==> config.mk <==
export PLATFORM = sky130hd
export DESIGN_NAME = mem_lsu
export DESIGN_NICKNAME = d
export VERILOG_FILES = /design/src/rtl/mem_lsu_pkg.sv /design/src/rtl/mem_lane_align.sv /design/src/rtl/mem_lsu.sv
export SDC_FILE = /design/constraint.sdc
export NUM_CORES = 1
export LEC_CHECK = 0
export ABC_AREA = 1
export BUFFER_PORTS_ARGS = -buffer_cell sky130_fd_sc_hd__buf_4
export CAP_MARGIN = 20
export CORE_UTILIZATION = 35
export CTS_BUF_LIST = sky130_fd_sc_hd__clkbuf_4
export DETAILED_ROUTE_END_ITERATION = 8
export PLACE_DENSITY = 0.68
export SETUP_SLACK_MARGIN = 0.3
export SLEW_MARGIN = 20
export SYNTH_ARGS = -nofsm -noshare
export SYNTH_HDL_FRONTEND = slang
export SYNTH_SLANG_ARGS = --single-unit
==> constraint.sdc <==
create_clock -name clk -period 3.5 [get_ports clk]
set_clock_uncertainty 0.2 [all_clocks]
set_input_delay 0.35 -clock clk [delete_from_list [all_inputs] [get_ports clk]]
set_output_delay 0.35 -clock clk [all_outputs]
set_load 0.05 [all_outputs]
==> src/rtl/mem_lsu_pkg.sv <==
// Shared types for the GeMIPS MEM stage: memory op codes, exception codes,
// FSM states and lane-geometry helpers.
package mem_lsu_pkg;

  typedef enum logic [3:0] {
    OP_NONE = 4'd0,
    OP_LB   = 4'd1,
    OP_LBU  = 4'd2,
    OP_LH   = 4'd3,
    OP_LHU  = 4'd4,
    OP_LW   = 4'd5,
    OP_LWU  = 4'd6,
    OP_LD   = 4'd7,
    OP_SB   = 4'd8,
    OP_SH   = 4'd9,
    OP_SW   = 4'd10,
    OP_SD   = 4'd11
  } mem_op_e;

  typedef enum logic [1:0] {
    EXC_NONE = 2'd0,
    EXC_LMIS = 2'd1,
    EXC_SMIS = 2'd2,
    EXC_BUS  = 2'd3
  } exc_code_e;

  typedef enum logic [1:0] {
    SZ_B = 2'd0,
    SZ_H = 2'd1,
    SZ_W = 2'd2,
    SZ_D = 2'd3
  } acc_size_e;

  typedef enum logic {
    ST_IDLE   = 1'b0,
    ST_ACCESS = 1'b1
  } lsu_state_e;

  function automatic int lanes(input int data_w);
    return data_w / 8;
  endfunction

  function automatic int off_width(input int data_w);
    return $clog2(data_w / 8);
  endfunction

endpackage

==> src/rtl/mem_lane_align.sv <==
// Combinational lane logic: byte enables, store replication, misalignment
// detection and load extraction with sign/zero extension.
module mem_lane_align
  import mem_lsu_pkg::*;
#(
  parameter int DATA_W = 32
) (
  input  logic [3:0]                 op,
  input  logic [$clog2(DATA_W/8)-1:0] off,
  input  logic [DATA_W-1:0]          sdata,
  input  logic [DATA_W-1:0]          rdata,
  output logic [DATA_W/8-1:0]        be,
  output logic [DATA_W-1:0]          wdata,
  output logic [DATA_W-1:0]          ldata,
  output logic                       misalign,
  output logic                       is_load,
  output logic                       is_store
);

  localparam int   NL   = DATA_W / 8;
  localparam logic WIDE = (DATA_W == 64);

  acc_size_e         size_s;
  logic              sgn_s;
  logic [DATA_W-1:0] sh_s;

  // Decode op into access size, direction and signedness; 64-bit ops vanish on a 32-bit datapath
  always_comb begin
    size_s   = SZ_B;
    sgn_s    = 1'b0;
    is_load  = 1'b0;
    is_store = 1'b0;
    case (mem_op_e'(op))
      OP_LB:   begin is_load = 1'b1; sgn_s = 1'b1; size_s = SZ_B; end
      OP_LBU:  begin is_load = 1'b1; size_s = SZ_B; end
      OP_LH:   begin is_load = 1'b1; sgn_s = 1'b1; size_s = SZ_H; end
      OP_LHU:  begin is_load = 1'b1; size_s = SZ_H; end
      OP_LW:   begin is_load = 1'b1; sgn_s = 1'b1; size_s = SZ_W; end
      OP_LWU:  begin is_load = WIDE; size_s = SZ_W; end
      OP_LD:   begin is_load = WIDE; size_s = SZ_D; end
      OP_SB:   begin is_store = 1'b1; size_s = SZ_B; end
      OP_SH:   begin is_store = 1'b1; size_s = SZ_H; end
      OP_SW:   begin is_store = 1'b1; size_s = SZ_W; end
      OP_SD:   begin is_store = WIDE; size_s = SZ_D; end
      default: begin is_load = 1'b0; is_store = 1'b0; end
    endcase
  end

  // Lane placement for stores and lane extraction for loads
  always_comb begin
    sh_s     = rdata >> {off, 3'b000};
    be       = {NL{1'b0}};
    wdata    = {DATA_W{1'b0}};
    ldata    = {DATA_W{1'b0}};
    misalign = 1'b0;
    case (size_s)
      SZ_B: begin
        be    = NL'(1'b1) << off;
        wdata = {NL{sdata[7:0]}};
        ldata = sgn_s ? DATA_W'($signed(sh_s[7:0])) : DATA_W'(sh_s[7:0]);
      end
      SZ_H: begin
        be       = NL'(2'b11) << off;
        wdata    = {(NL/2){sdata[15:0]}};
        ldata    = sgn_s ? DATA_W'($signed(sh_s[15:0])) : DATA_W'(sh_s[15:0]);
        misalign = off[0];
      end
      SZ_W: begin
        be       = NL'(4'hF) << off;
        wdata    = {(NL/4){sdata[31:0]}};
        ldata    = sgn_s ? DATA_W'($signed(sh_s[31:0])) : DATA_W'(sh_s[31:0]);
        misalign = |off[1:0];
      end
      SZ_D: begin
        be       = {NL{1'b1}};
        wdata    = sdata;
        ldata    = rdata;
        misalign = |off;
      end
      default: begin
        be = {NL{1'b0}};
      end
    endcase
  end

endmodule

==> src/rtl/mem_lsu.sv <==
// GeMIPS MEM stage: drives the req/ack data-RAM port, stalls the pipeline
// while an access is outstanding, and registers WB results and exceptions.
module mem_lsu
  import mem_lsu_pkg::*;
#(
  parameter int DATA_W  = 32,
  parameter int ADDR_W  = 32,
  parameter int REG_AW  = 5,
  parameter int TIMEOUT = 16
) (
  input  logic                clk,
  input  logic                rst,
  input  logic                valid_i,
  input  logic                flush_i,
  input  logic                we_i,
  input  logic [REG_AW-1:0]   waddr_i,
  input  logic [DATA_W-1:0]   wdata_i,
  input  logic [3:0]          mem_op_i,
  input  logic [ADDR_W-1:0]   mem_addr_i,
  input  logic [DATA_W-1:0]   mem_data_i,
  output logic                stall_o,
  output logic                we_o,
  output logic [REG_AW-1:0]   waddr_o,
  output logic [DATA_W-1:0]   wdata_o,
  output logic                exc_o,
  output logic [1:0]          exc_code_o,
  output logic [ADDR_W-1:0]   bad_addr_o,
  output logic                ram_req_o,
  output logic                ram_we_o,
  output logic [ADDR_W-1:0]   ram_addr_o,
  output logic [DATA_W/8-1:0] ram_be_o,
  output logic [DATA_W-1:0]   ram_wdata_o,
  input  logic [DATA_W-1:0]   ram_rdata_i,
  input  logic                ram_ack_i
);

  localparam int NL    = lanes(DATA_W);
  localparam int OFF_W = off_width(DATA_W);
  localparam int CNT_W = (TIMEOUT > 0) ? $clog2(TIMEOUT + 1) : 1;
  localparam logic             TMO_EN  = (TIMEOUT > 0);
  localparam logic [CNT_W-1:0] TMO_CNT = CNT_W'(TIMEOUT);

  lsu_state_e        state_r, state_n;
  logic [3:0]        op_r;
  logic [ADDR_W-1:0] addr_r;
  logic [NL-1:0]     be_r;
  logic [DATA_W-1:0] st_data_r;
  logic              is_st_r, we_cap_r, kill_r;
  logic [REG_AW-1:0] waddr_cap_r;
  logic [CNT_W-1:0]  cnt_r;

  logic              we_r, exc_r;
  logic [REG_AW-1:0] waddr_r;
  logic [DATA_W-1:0] wdata_r;
  exc_code_e         exc_code_r;
  logic [ADDR_W-1:0] bad_addr_r;

  logic              we_s, exc_s, stall_s, cap_s, kill_s, tmo_s, req_s;
  logic [REG_AW-1:0] waddr_s;
  logic [DATA_W-1:0] wdata_s;
  exc_code_e         exc_code_s;
  logic [ADDR_W-1:0] bad_addr_s;

  logic [3:0]        al_op_s;
  logic [OFF_W-1:0]  al_off_s;
  logic [NL-1:0]     al_be_s;
  logic [DATA_W-1:0] al_wdata_s, al_ldata_s;
  logic              al_mis_s, al_ld_s, al_st_s;

  // The aligner sees the incoming op in IDLE and the captured op while the access is outstanding
  assign al_op_s  = (state_r == ST_ACCESS) ? op_r : mem_op_i;
  assign al_off_s = (state_r == ST_ACCESS) ? addr_r[OFF_W-1:0] : mem_addr_i[OFF_W-1:0];

  mem_lane_align #(.DATA_W(DATA_W)) u_align (
    .op       (al_op_s),
    .off      (al_off_s),
    .sdata    (mem_data_i),
    .rdata    (ram_rdata_i),
    .be       (al_be_s),
    .wdata    (al_wdata_s),
    .ldata    (al_ldata_s),
    .misalign (al_mis_s),
    .is_load  (al_ld_s),
    .is_store (al_st_s)
  );

  assign req_s  = (state_r == ST_ACCESS);
  assign kill_s = kill_r | flush_i;
  assign tmo_s  = TMO_EN && (cnt_r == TMO_CNT);

  // Next-state, stall and next WB/exception values
  always_comb begin
    state_n    = state_r;
    stall_s    = 1'b0;
    cap_s      = 1'b0;
    we_s       = 1'b0;
    waddr_s    = waddr_r;
    wdata_s    = wdata_r;
    exc_s      = 1'b0;
    exc_code_s = EXC_NONE;
    bad_addr_s = {ADDR_W{1'b0}};
    case (state_r)
      ST_IDLE: begin
        if (valid_i && !flush_i) begin
          if (al_ld_s || al_st_s) begin
            if (al_mis_s) begin
              exc_s      = 1'b1;
              exc_code_s = al_ld_s ? EXC_LMIS : EXC_SMIS;
              bad_addr_s = mem_addr_i;
            end else begin
              stall_s = 1'b1;
              cap_s   = 1'b1;
              state_n = ST_ACCESS;
            end
          end else begin
            we_s    = we_i;
            waddr_s = waddr_i;
            wdata_s = wdata_i;
          end
        end else begin
          we_s = 1'b0;
        end
      end
      ST_ACCESS: begin
        // An ack in the expiry cycle takes priority over the timeout
        if (ram_ack_i) begin
          state_n = ST_IDLE;
          if (!kill_s && !is_st_r) begin
            we_s    = we_cap_r;
            waddr_s = waddr_cap_r;
            wdata_s = al_ldata_s;
          end else begin
            we_s = 1'b0;
          end
        end else if (tmo_s) begin
          state_n = ST_IDLE;
          if (!kill_s) begin
            exc_s      = 1'b1;
            exc_code_s = EXC_BUS;
            bad_addr_s = addr_r;
          end else begin
            exc_s = 1'b0;
          end
        end else begin
          stall_s = 1'b1;
        end
      end
      default: begin
        state_n = ST_IDLE;
      end
    endcase
  end

  // FSM state register
  always_ff @(posedge clk or negedge rst) begin
    if (!rst) state_r <= ST_IDLE;
    else      state_r <= state_n;
  end

  // Capture the accepted memory op; held stable for the whole access
  always_ff @(posedge clk or negedge rst) begin
    if (!rst) begin
      op_r        <= 4'd0;
      addr_r      <= {ADDR_W{1'b0}};
      be_r        <= {NL{1'b0}};
      st_data_r   <= {DATA_W{1'b0}};
      is_st_r     <= 1'b0;
      we_cap_r    <= 1'b0;
      waddr_cap_r <= {REG_AW{1'b0}};
    end else if (cap_s) begin
      op_r        <= mem_op_i;
      addr_r      <= mem_addr_i;
      be_r        <= al_be_s;
      st_data_r   <= al_wdata_s;
      is_st_r     <= al_st_s;
      we_cap_r    <= we_i;
      waddr_cap_r <= waddr_i;
    end
  end

  // Wait counter and kill flag, both cleared on entry to ACCESS
  always_ff @(posedge clk or negedge rst) begin
    if (!rst) begin
      cnt_r  <= {CNT_W{1'b0}};
      kill_r <= 1'b0;
    end else if (cap_s) begin
      cnt_r  <= {CNT_W{1'b0}};
      kill_r <= 1'b0;
    end else if (state_r == ST_ACCESS) begin
      cnt_r  <= cnt_r + CNT_W'(1);
      kill_r <= kill_r | flush_i;
    end
  end

  // WB and exception output registers
  always_ff @(posedge clk or negedge rst) begin
    if (!rst) begin
      we_r       <= 1'b0;
      waddr_r    <= {REG_AW{1'b0}};
      wdata_r    <= {DATA_W{1'b0}};
      exc_r      <= 1'b0;
      exc_code_r <= EXC_NONE;
      bad_addr_r <= {ADDR_W{1'b0}};
    end else begin
      we_r       <= we_s;
      waddr_r    <= waddr_s;
      wdata_r    <= wdata_s;
      exc_r      <= exc_s;
      exc_code_r <= exc_code_s;
      bad_addr_r <= bad_addr_s;
    end
  end

  assign stall_o     = stall_s & rst;
  assign we_o        = we_r;
  assign waddr_o     = waddr_r;
  assign wdata_o     = wdata_r;
  assign exc_o       = exc_r;
  assign exc_code_o  = exc_code_r;
  assign bad_addr_o  = bad_addr_r;
  assign ram_req_o   = req_s;
  assign ram_we_o    = req_s & is_st_r;
  assign ram_addr_o  = req_s ? {addr_r[ADDR_W-1:OFF_W], {OFF_W{1'b0}}} : {ADDR_W{1'b0}};
  assign ram_be_o    = req_s ? be_r : {NL{1'b0}};
  assign ram_wdata_o = (req_s && is_st_r) ? st_data_r : {DATA_W{1'b0}};

endmodule

==> results of run 1 <==
## cell families (layout without fill, tap and decap cells)
group	after synthesis	in the layout	synth area share
simple gates	672	674	0.3142
buf+inv	221	639	0.1089
compound gates	181	181	0.1132
flops	159	159	0.4493
fa+ha+maj	6	6	0.008477
mux	4	4	0.004521
other cells	1	5	0.0004234
xor+xnor	1	1	0.0009892
## worst max-delay path, cell delays in order, from the launching register on
cell and delay, ps:
dfrtp_4 570, inv_4 110, nand2_4 50, nand2_4 80, inv_2 50, nand2_2 60
inv_2 40, a22oi_2 100, o21a_1 180, inv_2 60, ha_4 160, nand2_2 50
nand3_2 80, nand2_4 100, nand2_8 60, a21boi_4 160, buf_8 160
## layer usage
layer	routed length, microns	GRT usage
met1	13200	0.3023
met2	14110	0.3740
met3	1894	0.04160
met4	904	0.08705
met5	0	0
## final timing paths
path	end	depth (start not counted)	slack (ps)	startpoint
max	stall_o	16	290	ram_req_o
min	wdata_o[18]	7	70	ram_rdata_i[18]
max reg2reg	wdata_o[16]	18	470	ram_req_o
min reg2reg	waddr_cap_r[3]	2	300	waddr_cap_r[3]
max in group asynchronous	bad_addr_o[3]	4	1650	rst
min in group asynchronous	bad_addr_o[10]	3	570	rst
## timing repair
action                     4_1_cts  5_1_grt
pin swaps                       12       11
hold buffers                   131        0
cloned                           2        1
resized for setup               19       47
hold endpoints to repair       308        0
setup buffers                    9        8
setup endpoints to repair       35      114
## registers in the layout (all words and copies together), names as in the netlist
| name | flops |
|---|---|
| addr_r | 32 |
| bad_addr_o | 32 |
| be_r | 4 |
| cnt_r | 5 |
| exc_code_o | 2 |
| exc_o | 1 |
| is_st_r | 1 |
| kill_r | 1 |
| op_r | 4 |
| ram_req_o | 1 |
| st_data_r | 32 |
| waddr_cap_r | 5 |
| waddr_o | 5 |
| wdata_o | 32 |
| we_cap_r | 1 |
| we_o | 1 |
## per-stage QoR
step / std cells / hold slack [ps] / utilization
4_1_cts: 1981 / 23.49 / 0.5300
6_report: 1993 / 71.65 / 0.5381
2_1_floorplan: 1246 / -145.6 / -
3_5_place_dp: 1807 / 95.73 / 0.4584
5_1_grt: 1993 / 65.75 / 0.5381
3_3_place_gp: 1807 / 93.22 / 0.4584
## power by group through the flow
| stage | combinational, mW | sequential (mW) | clock (mW) |
|---|---|---|---|
| floorplan | 3.64 | 3.65 | 0 |
| global placement | 6.01 | 2.91 | 0 |
| detailed placement | 6.08 | 2.92 | 0 |
| CTS | 6.42 | 2.89 | 1.22 |
| global route | 7.30 | 2.97 | 1.29 |
| finish | 6.70 | 2.89 | 1.18 |
## cell usage after synthesis (2+ instances only)
master and instances:
o211ai_1 2, buf_4 8, o21ai_1 21, ha_1 6, nand3_1 83, inv_1 146
nand3b_1 5, nor2_1 100, clkbuf_1 25, buf_2 21, o21ai_2 13, a22oi_1 3
buf_1 6, nor3_1 2, a21boi_0 6, nand2_1 442, nand3_2 3, o21ai_0 114
nor2_2 2, mux2i_1 4, inv_2 4, nand2_2 12, or2_2 7, nand4_1 13
buf_6 8, a21oi_1 17, dfrtp_1 159
## layout make-up
cell class,instances,area share
Multi-Input combinational cell,868,0.3085
Clock inverter,15,0.01251
Timing Repair Buffer,455,0.2922
Clock buffer,17,0.009666
Tap cell,324,0.03071
Antenna cell,3,0.0005686
Sequential cell,159,0.3016
Inverter,152,0.04426
==> results.py, run 1 <==
metrics = {
    "run_status": {
        "status": "complete, no violations",
    },
    "die": {
        "die_w_microns": 161.1,
        "io-pin-count": 287,
        "die_area_sq_um": 25940,
        "rows": 57,
        "fp.coreArea_sq_um": 24530,
        "die_h_microns": 161.1,
        "initial_utilization": 0.3610,
    },
    "synthesis": {
        "ys_warn_count": 0,
        "yosysUniqueCellTypes": 40,
        "async_flop_share": 1.000,
        "ys_ff_latch": 159,
        "netlist.area_leader.share": 0.4493,
        "synthCells": 1245,
        "synth_edf_count": 0,
        "syn_area_sq_um": 8856,
        "synth_largest_area_cell": "dfrtp_1",
        "synth_area_leaders": "dfrtp_1 (45%), nand2_1 (19%), o21ai_0 (6.4%)",
        "yosysSeqAreaShare": 0.4493,
        "synth-main-ff-cell": "dfrtp_1",
        "postSynthAreaPerCell_sq_um": 7.113,
    },
    "timing": {
        "tns_ps": 0,
        "finalCriticalPeriod_ps": 3215,
        "slew_headroom": 0.5516,
        "finalCritPeriodShare": 0.9186,
        "worstMarginPinSlew_ps": 670.1,
        "slew_viol_final": 0,
        "finalWorstSetupSlack_ps": 285.1,
        "fmax_mhz": 311.0,
        "setup_violations": 0,
        "finalHoldViolations": 0,
        "rsz0062_at_grt": "true",
    },
    "cells_and_area": {
        "mostFrequentLayoutCell": "nand2_1",
        "seqCellArea_sq_um": 3983,
        "drive_gt1_frac": 0.2611,
        "fin_nets": 1802,
        "multiInputGateArea_sq_um": 4073,
        "design_area_sq_um": 13200,
        "syn_to_final_growth_pct": 49.08,
        "layout_common_cells": "nand2_1 (426), buf_4 (312), dfrtp_1 (158)",
        "fillers": 2292,
    },
    "drt": {
        "vias": 9532,
        "ant_nets": 0,
        "drcViolationCount": 0,
        "avgRoutedWirePerCell_microns": 15.11,
        "wirelength_microns": 30110,
        "drt-initial-drc-count": 701,
        "dr.pass1.iters": 6,
        "avgViaCountPerCell": 4.783,
    },
    "clocking": {
        "cts_tree": "yes",
        "clk_latency_ps": 580,
        "clock-sinks": 159,
        "cts_htree_levels": 4,
        "clockBufferDepth": 2,
        "path_clk_slew_ps": 170,
        "cts-root-buf": "clkbuf_4",
        "numCtsBuffers": 17,
    },
    "critical_path": {
        "path_max_fanout": 7,
        "crit_required_ps": 2950,
        "arrival_ps": 2660,
        "worstSetupPathType": "flip-flop to output port",
        "cp-end-kind": "output port",
        "startpoint_type": "flip-flop",
    },
    "pwr": {
        "leakagePower_nw": 7.109,
        "p_int_mw": 5.002,
        "switching_share": 0.5356,
        "ir_drop_mv": 0.4477,
        "power.density_nw_per_um2": 815.7,
        "power.switching_mw": 5.768,
        "fin_total_pwr_mw": 10.77,
        "p_seq_frac": 0.268,
        "power_frac_comb": 0.622,
        "clkPwrFrac": 0.109,
    },
    "global_route": {
        "antenna_found_initial": 1,
        "track_usage": 0.2293,
        "grt.overflow.total": 0,
        "grt_pass1_vias": 9146,
        "grt_max_degree": 87,
        "grt_pass1_wl_microns": 47400,
    },
    "placed_design": {
        "gp_congestion": 0.8771,
        "hpwl_microns": 20080,
        "io_buffers": 284,
        "place_area_sq_um": 11250,
        "dp_slack_ps": 378.8,
    },
    "flow_run": {
        "drv_cap": 0,
    },
    "worst_hold_path": {
        "hold_class": "primary input to flip-flop",
    },
}
No activity file was read; power rests on OpenSTA's default activity.
==> inputs of run 2 (changes only) <==
- REMOVE_ABC_BUFFERS: default -> 1
==> run 2 against run 1 <==
Via count down 0.37%. Critical path depth down 2. Worst hold slack worse by 42 ps. Critical path type unchanged. Combinational power is 3.1% lower. Die area unchanged.
==> results.py, run 2 (same netlist as run 1, synthesis figures left out) <==
metrics = {
    "run_status": {
        "status": "complete, no violations",
    },
    "critical_path": {
        "arrival_ps": 2640,
        "worstSetupPathType": "flip-flop to output port",
        "cp-end-kind": "output port",
        "reg2reg_depth": 14,
        "path_max_fanout": 7,
        "startpoint_type": "flip-flop",
        "crit_required_ps": 2950,
    },
    "cells_and_area": {
        "fin_nets": 1787,
        "final_core_util": 0.5314,
        "design_area_sq_um": 13040,
        "syn_to_final_growth_pct": 47.22,
        "drive_gt1_frac": 0.2532,
        "mostFrequentLayoutCell": "nand2_1",
        "layout_common_cells": "nand2_1 (431), buf_4 (304), dfrtp_1 (158)",
    },
    "clocking": {
        "cts_htree_levels": 4,
        "numCtsBuffers": 17,
        "path_clk_slew_ps": 140,
        "clk_latency_ps": 590,
        "cts_tree": "yes",
        "cts-root-buf": "clkbuf_4",
        "clock-sinks": 159,
        "clockBufferDepth": 2,
    },
    "global_route": {
        "grt_max_degree": 98,
        "antenna_found_initial": 1,
        "grt.overflow.total": 0,
        "grt_pass1_wl_microns": 47660,
        "grt_pass1_vias": 9252,
        "track_usage": 0.2300,
    },
    "worst_hold_path": {
        "hold_class": "primary input to flip-flop",
        "hold_depth": 5,
    },
    "timing": {
        "worstMarginPinSlew_ps": 591.9,
        "finalWorstSetupSlack_ps": 309.9,
        "finalCriticalPeriod_ps": 3190,
        "setup_violations": 0,
        "rsz0062_at_grt": "true",
        "finalCritPeriodShare": 0.9115,
        "slew_headroom": 0.6054,
        "finalHoldViolations": 0,
        "slew_viol_final": 0,
        "fmax_mhz": 313.5,
    },
    "die": {
        "fp.coreArea_sq_um": 24530,
        "rows": 57,
        "die_h_microns": 161.1,
        "initial_utilization": 0.3610,
        "io-pin-count": 287,
        "die_area_sq_um": 25940,
        "die_w_microns": 161.1,
    },
    "drt": {
        "avgRoutedWirePerCell_microns": 15.08,
        "avgViaCountPerCell": 4.806,
        "wirelength_microns": 29790,
        "dr.pass1.iters": 6,
        "ant_nets": 0,
        "vias": 9497,
        "drt-initial-drc-count": 582,
        "drcViolationCount": 0,
    },
    "pwr": {
        "ir_drop_mv": 0.4856,
        "fin_total_pwr_mw": 10.56,
        "leakagePower_nw": 7.053,
        "power.density_nw_per_um2": 810.1,
    },
    "placed_design": {
        "dp_slack_ps": 381.7,
        "io_buffers": 284,
        "hpwl_microns": 20070,
        "place_area_sq_um": 11200,
        "gp_congestion": 0.8877,
    },
    "flow_run": {
        "drv_cap": 0,
    },
}
## run 2: worst max-delay path, cell delays in order (launching register included)
cell      delay, ps
dfrtp_4         550
buf_4           160
nand2_1          60
nand2_1         100
nand2_1         110
nand3_2         110
nand2_2         100
inv_1            90
ha_4            180
nand2_2          60
nand3_2          80
nand2_4         100
nand2_8          60
a21boi_2        140
buf_6           180
## run 2: what timing repair did
item	in CTS	in global routing
endpoints found under the setup margin	1	95
setup buffers	9	0
cloned	1	0
endpoints found under the hold margin	211	0
hold buffers	129	0
resized for setup	18	21
pin swaps	11	8
## run 2: per-stage QoR
| stage | cells | setup TNS [ps] | hold WS, ps |
|---|---|---|---|
| floorplan | 1177 | -341070 | -145.6 |
| global placement | 1804 | 0 | 197.4 |
| detailed placement | 1804 | 0 | 193.7 |
| CTS | 1975 | 0 | 4.647 |
| global route | 1976 | 0 | 56.09 |
| finish | 1976 | 0 | 29.85 |
## run 2: path summary, 6_finish.rpt
check                           endpoint  slack [ps]            from
max                              stall_o         310       ram_req_o
min                           wdata_o[3]          30  ram_rdata_i[3]
max reg2reg                st_data_r[12]         520       ram_req_o
min reg2reg                  wdata_o[29]         300     wdata_o[29]
max in group asynchronous    wdata_o[17]        2450             rst
min in group asynchronous       cnt_r[0]         160             rst
## run 2: area by class of cell
cell class	instances	area (sq um)
Fill cell	2345	11500
Multi-Input combinational cell	867	4043
Sequential cell	159	3983
Timing Repair Buffer	441	3707
Inverter	152	578.1
Tap cell	324	405.4
Clock inverter	15	191.4
Clock buffer	17	127.6
Antenna cell	1	2.502
## run 2: metal layers
| layer | share of wire | vias up | global-route usage | wire [microns] |
|---|---|---|---|---|
| met5 | 0 | - | 0 | 0 |
| met4 | 0.019 | 0 | 0.07033 | 565 |
| met3 | 0.056 | 42 | 0.03749 | 1664 |
| met2 | 0.49 | 335 | 0.3883 | 14540 |
| met1 | 0.44 | 4468 | 0.3013 | 13020 |
| li1 | - | 4652 | - | - |
## run 2: report_power, final
part           switching, mW  internal, mW  total (mW)  leakage, nW
logic                   4.47          2.02        6.49         4.85
registers              0.373          2.52        2.89         2.03
clock network          0.838         0.346        1.18        0.167
total                   5.68          4.88        10.6         7.05
==> inputs of run 3 (changes only) <==
- clock period: 3.5 -> 4.03 ns (I/O delays scaled with it)
==> run 3 against run 2 <==
Sequential power fell by 12%. Critical endpoint unchanged. Sequential share of layout area increased by 0.92 points. Utilization decreased by 1.6 points. Critical path type unchanged. Non-clock buffer count decreased by 27.
==> results.py, run 3 (same netlist as run 1, synthesis figures left out) <==
metrics = {
    "pwr": {
        "p_int_mw": 4.250,
        "clkPwrFrac": 0.117,
        "power.density_nw_per_um2": 714.3,
        "ir_drop_mv": 0.3824,
        "switching_share": 0.5300,
        "leakagePower_nw": 6.906,
        "power.switching_mw": 4.792,
        "p_seq_frac": 0.279,
        "power_frac_comb": 0.604,
    },
    "timing": {
        "slew_headroom": 0.3554,
        "finalCriticalPeriod_ps": 3616,
        "finalHoldViolations": 0,
        "worstMarginPinSlew_ps": 966.8,
        "finalWorstSetupSlack_ps": 414.3,
        "fmax_mhz": 276.6,
        "rsz0062_at_grt": "true",
        "finalCritPeriodShare": 0.8972,
        "fin_hold_ws_ps": 55.56,
        "slew_viol_final": 0,
        "setup_violations": 0,
    },
    "critical_path": {
        "startpoint_type": "flip-flop",
        "cp-end-kind": "output port",
        "worstSetupPathType": "flip-flop to output port",
        "cpMostUsedCell": "nand2_1",
        "arrival_ps": 3010,
        "critPathMaxStageDelay_ps": 560,
        "cp_slowest_cell": "dfrtp_4",
        "reg2reg_depth": 18,
        "crit_required_ps": 3430,
        "reg2reg_slack_ps": 440,
        "path_max_fanout": 21,
        "worstPathCellList": "inv_2, nand2_1, nand2_1, inv_1, nand2_1, inv_1, a22oi_1, o21a_1, inv_1, ha_1, nand2_1, nand3_1, nand2_4, nand2_8, a21boi_1, buf_4",
    },
    "die": {
        "fp.coreArea_sq_um": 24530,
        "rows": 57,
        "die_area_sq_um": 25940,
        "die_h_microns": 161.1,
        "io-pin-count": 287,
        "initial_utilization": 0.3610,
        "die_w_microns": 161.1,
    },
    "global_route": {
        "grt.overflow.total": 0,
        "grt_max_degree": 90,
        "antenna_found_initial": 1,
        "grt_pass1_wl_microns": 46100,
        "grt_pass1_vias": 8903,
        "track_usage": 0.2243,
    },
    "clocking": {
        "clk_latency_ps": 560,
        "path_clk_slew_ps": 140,
        "numCtsBuffers": 17,
        "cts_tree": "yes",
        "clock-sinks": 159,
        "cts-root-buf": "clkbuf_4",
        "clockBufferDepth": 2,
        "cts_htree_levels": 4,
    },
    "drt": {
        "vias": 9305,
        "drcViolationCount": 0,
        "wirelength_microns": 29160,
        "ant_nets": 0,
        "avgViaCountPerCell": 4.774,
        "drt-initial-drc-count": 682,
        "dr.pass1.iters": 5,
        "avgRoutedWirePerCell_microns": 14.96,
    },
    "flow_run": {
        "drv_cap": 0,
    },
    "cells_and_area": {
        "final_core_util": 0.5159,
        "mostFrequentLayoutCell": "nand2_1",
        "fin_nets": 1760,
        "fillers": 2368,
        "final_cell_count_no_fill": 1949,
        "syn_to_final_growth_pct": 42.92,
        "layout_common_cells": "nand2_1 (441), buf_4 (296), dfrtp_1 (158)",
        "design_area_sq_um": 12660,
        "drive_gt1_frac": 0.2358,
    },
    "worst_hold_path": {
        "hold_class": "primary input to flip-flop",
        "hold_depth": 5,
    },
    "placed_design": {
        "place_area_sq_um": 11180,
        "placed_cells": 1801,
        "io_buffers": 284,
        "hpwl_microns": 19970,
        "dp_slack_ps": 775.6,
        "gp_congestion": 0.8535,
    },
    "run_status": {
        "status": "complete, no violations",
    },
}
## run 3: cell types whose count changed in the layout (fill, tap and decap cells not counted), moves of 3 or more
cell	delta
clkinv_8	-6
dlygate4sd3_1	-15
nand2_1	+10
buf_6	-3
buf_4	-8
nand2_4	-3
nor2_1	+4
nand2_2	-7
## run 3: cell type report
type | instances | area (sq um) | share of cell area
Tap cell | 324 | 405.4 | 0.03203
Antenna cell | 1 | 2.502 | 0.0001977
Clock buffer | 18 | 135.1 | 0.01068
Timing Repair Buffer | 414 | 3436 | 0.2715
Multi-Input combinational cell | 867 | 3945 | 0.3117
Clock inverter | 14 | 175.2 | 0.01384
Inverter | 152 | 575.6 | 0.04547
Sequential cell | 159 | 3983 | 0.3147
## run 3: layer usage
metal	part of all wire	vias up	track usage	wire, microns
li1	-	4597	-	-
met1	0.43	4316	0.2950	12610
met2	0.47	342	0.3664	13820
met3	0.065	50	0.04212	1893
met4	0.029	0	0.08362	834
met5	0	-	0	0
## run 3: critical path: cells and delay by family (launching register included)
family,cells,cell delay [ps]
simple gates,7,720
flops,1,560
buf+inv,5,490
compound gates,3,480
fa+ha+maj,1,190
## run 3: final timing paths
kind / from / end
max: ram_req_o / stall_o
min: ram_rdata_i[7] / wdata_o[7]
max reg2reg: ram_req_o / wdata_o[28]
min reg2reg: we_cap_r / we_cap_r
max in group asynchronous: rst / ram_req_o
min in group asynchronous: rst / bad_addr_o[19]
## run 3: timing repair
item / CTS / global route
gates resized for setup: 1 / 5
endpoints found under the setup margin: 33 / 41
hold buffers: 113 / 0
cloned: 1 / 0
pin swaps: 1 / 0
endpoints found under the hold margin: 210 / 0
buffers inserted: 1 / 0
## run 3: stage by stage
step	power, mW	TNS, ps
floorplan	6.094	-240960
global placement	7.705	0
detailed placement	7.777	0
CTS	9.034	0
global route	9.730	0
finish	9.041	0
## run 3: power groups by stage
| stage | clock network, mW | registers (mW) | logic, mW |
|---|---|---|---|
| after floorplan | 0 | 3.26 | 2.83 |
| after global placement | 0 | 2.56 | 5.15 |
| after detailed placement | 0 | 2.56 | 5.21 |
| after CTS | 1.10 | 2.52 | 5.42 |
| after global routing | 1.17 | 2.60 | 5.97 |
| final | 1.06 | 2.53 | 5.46 |
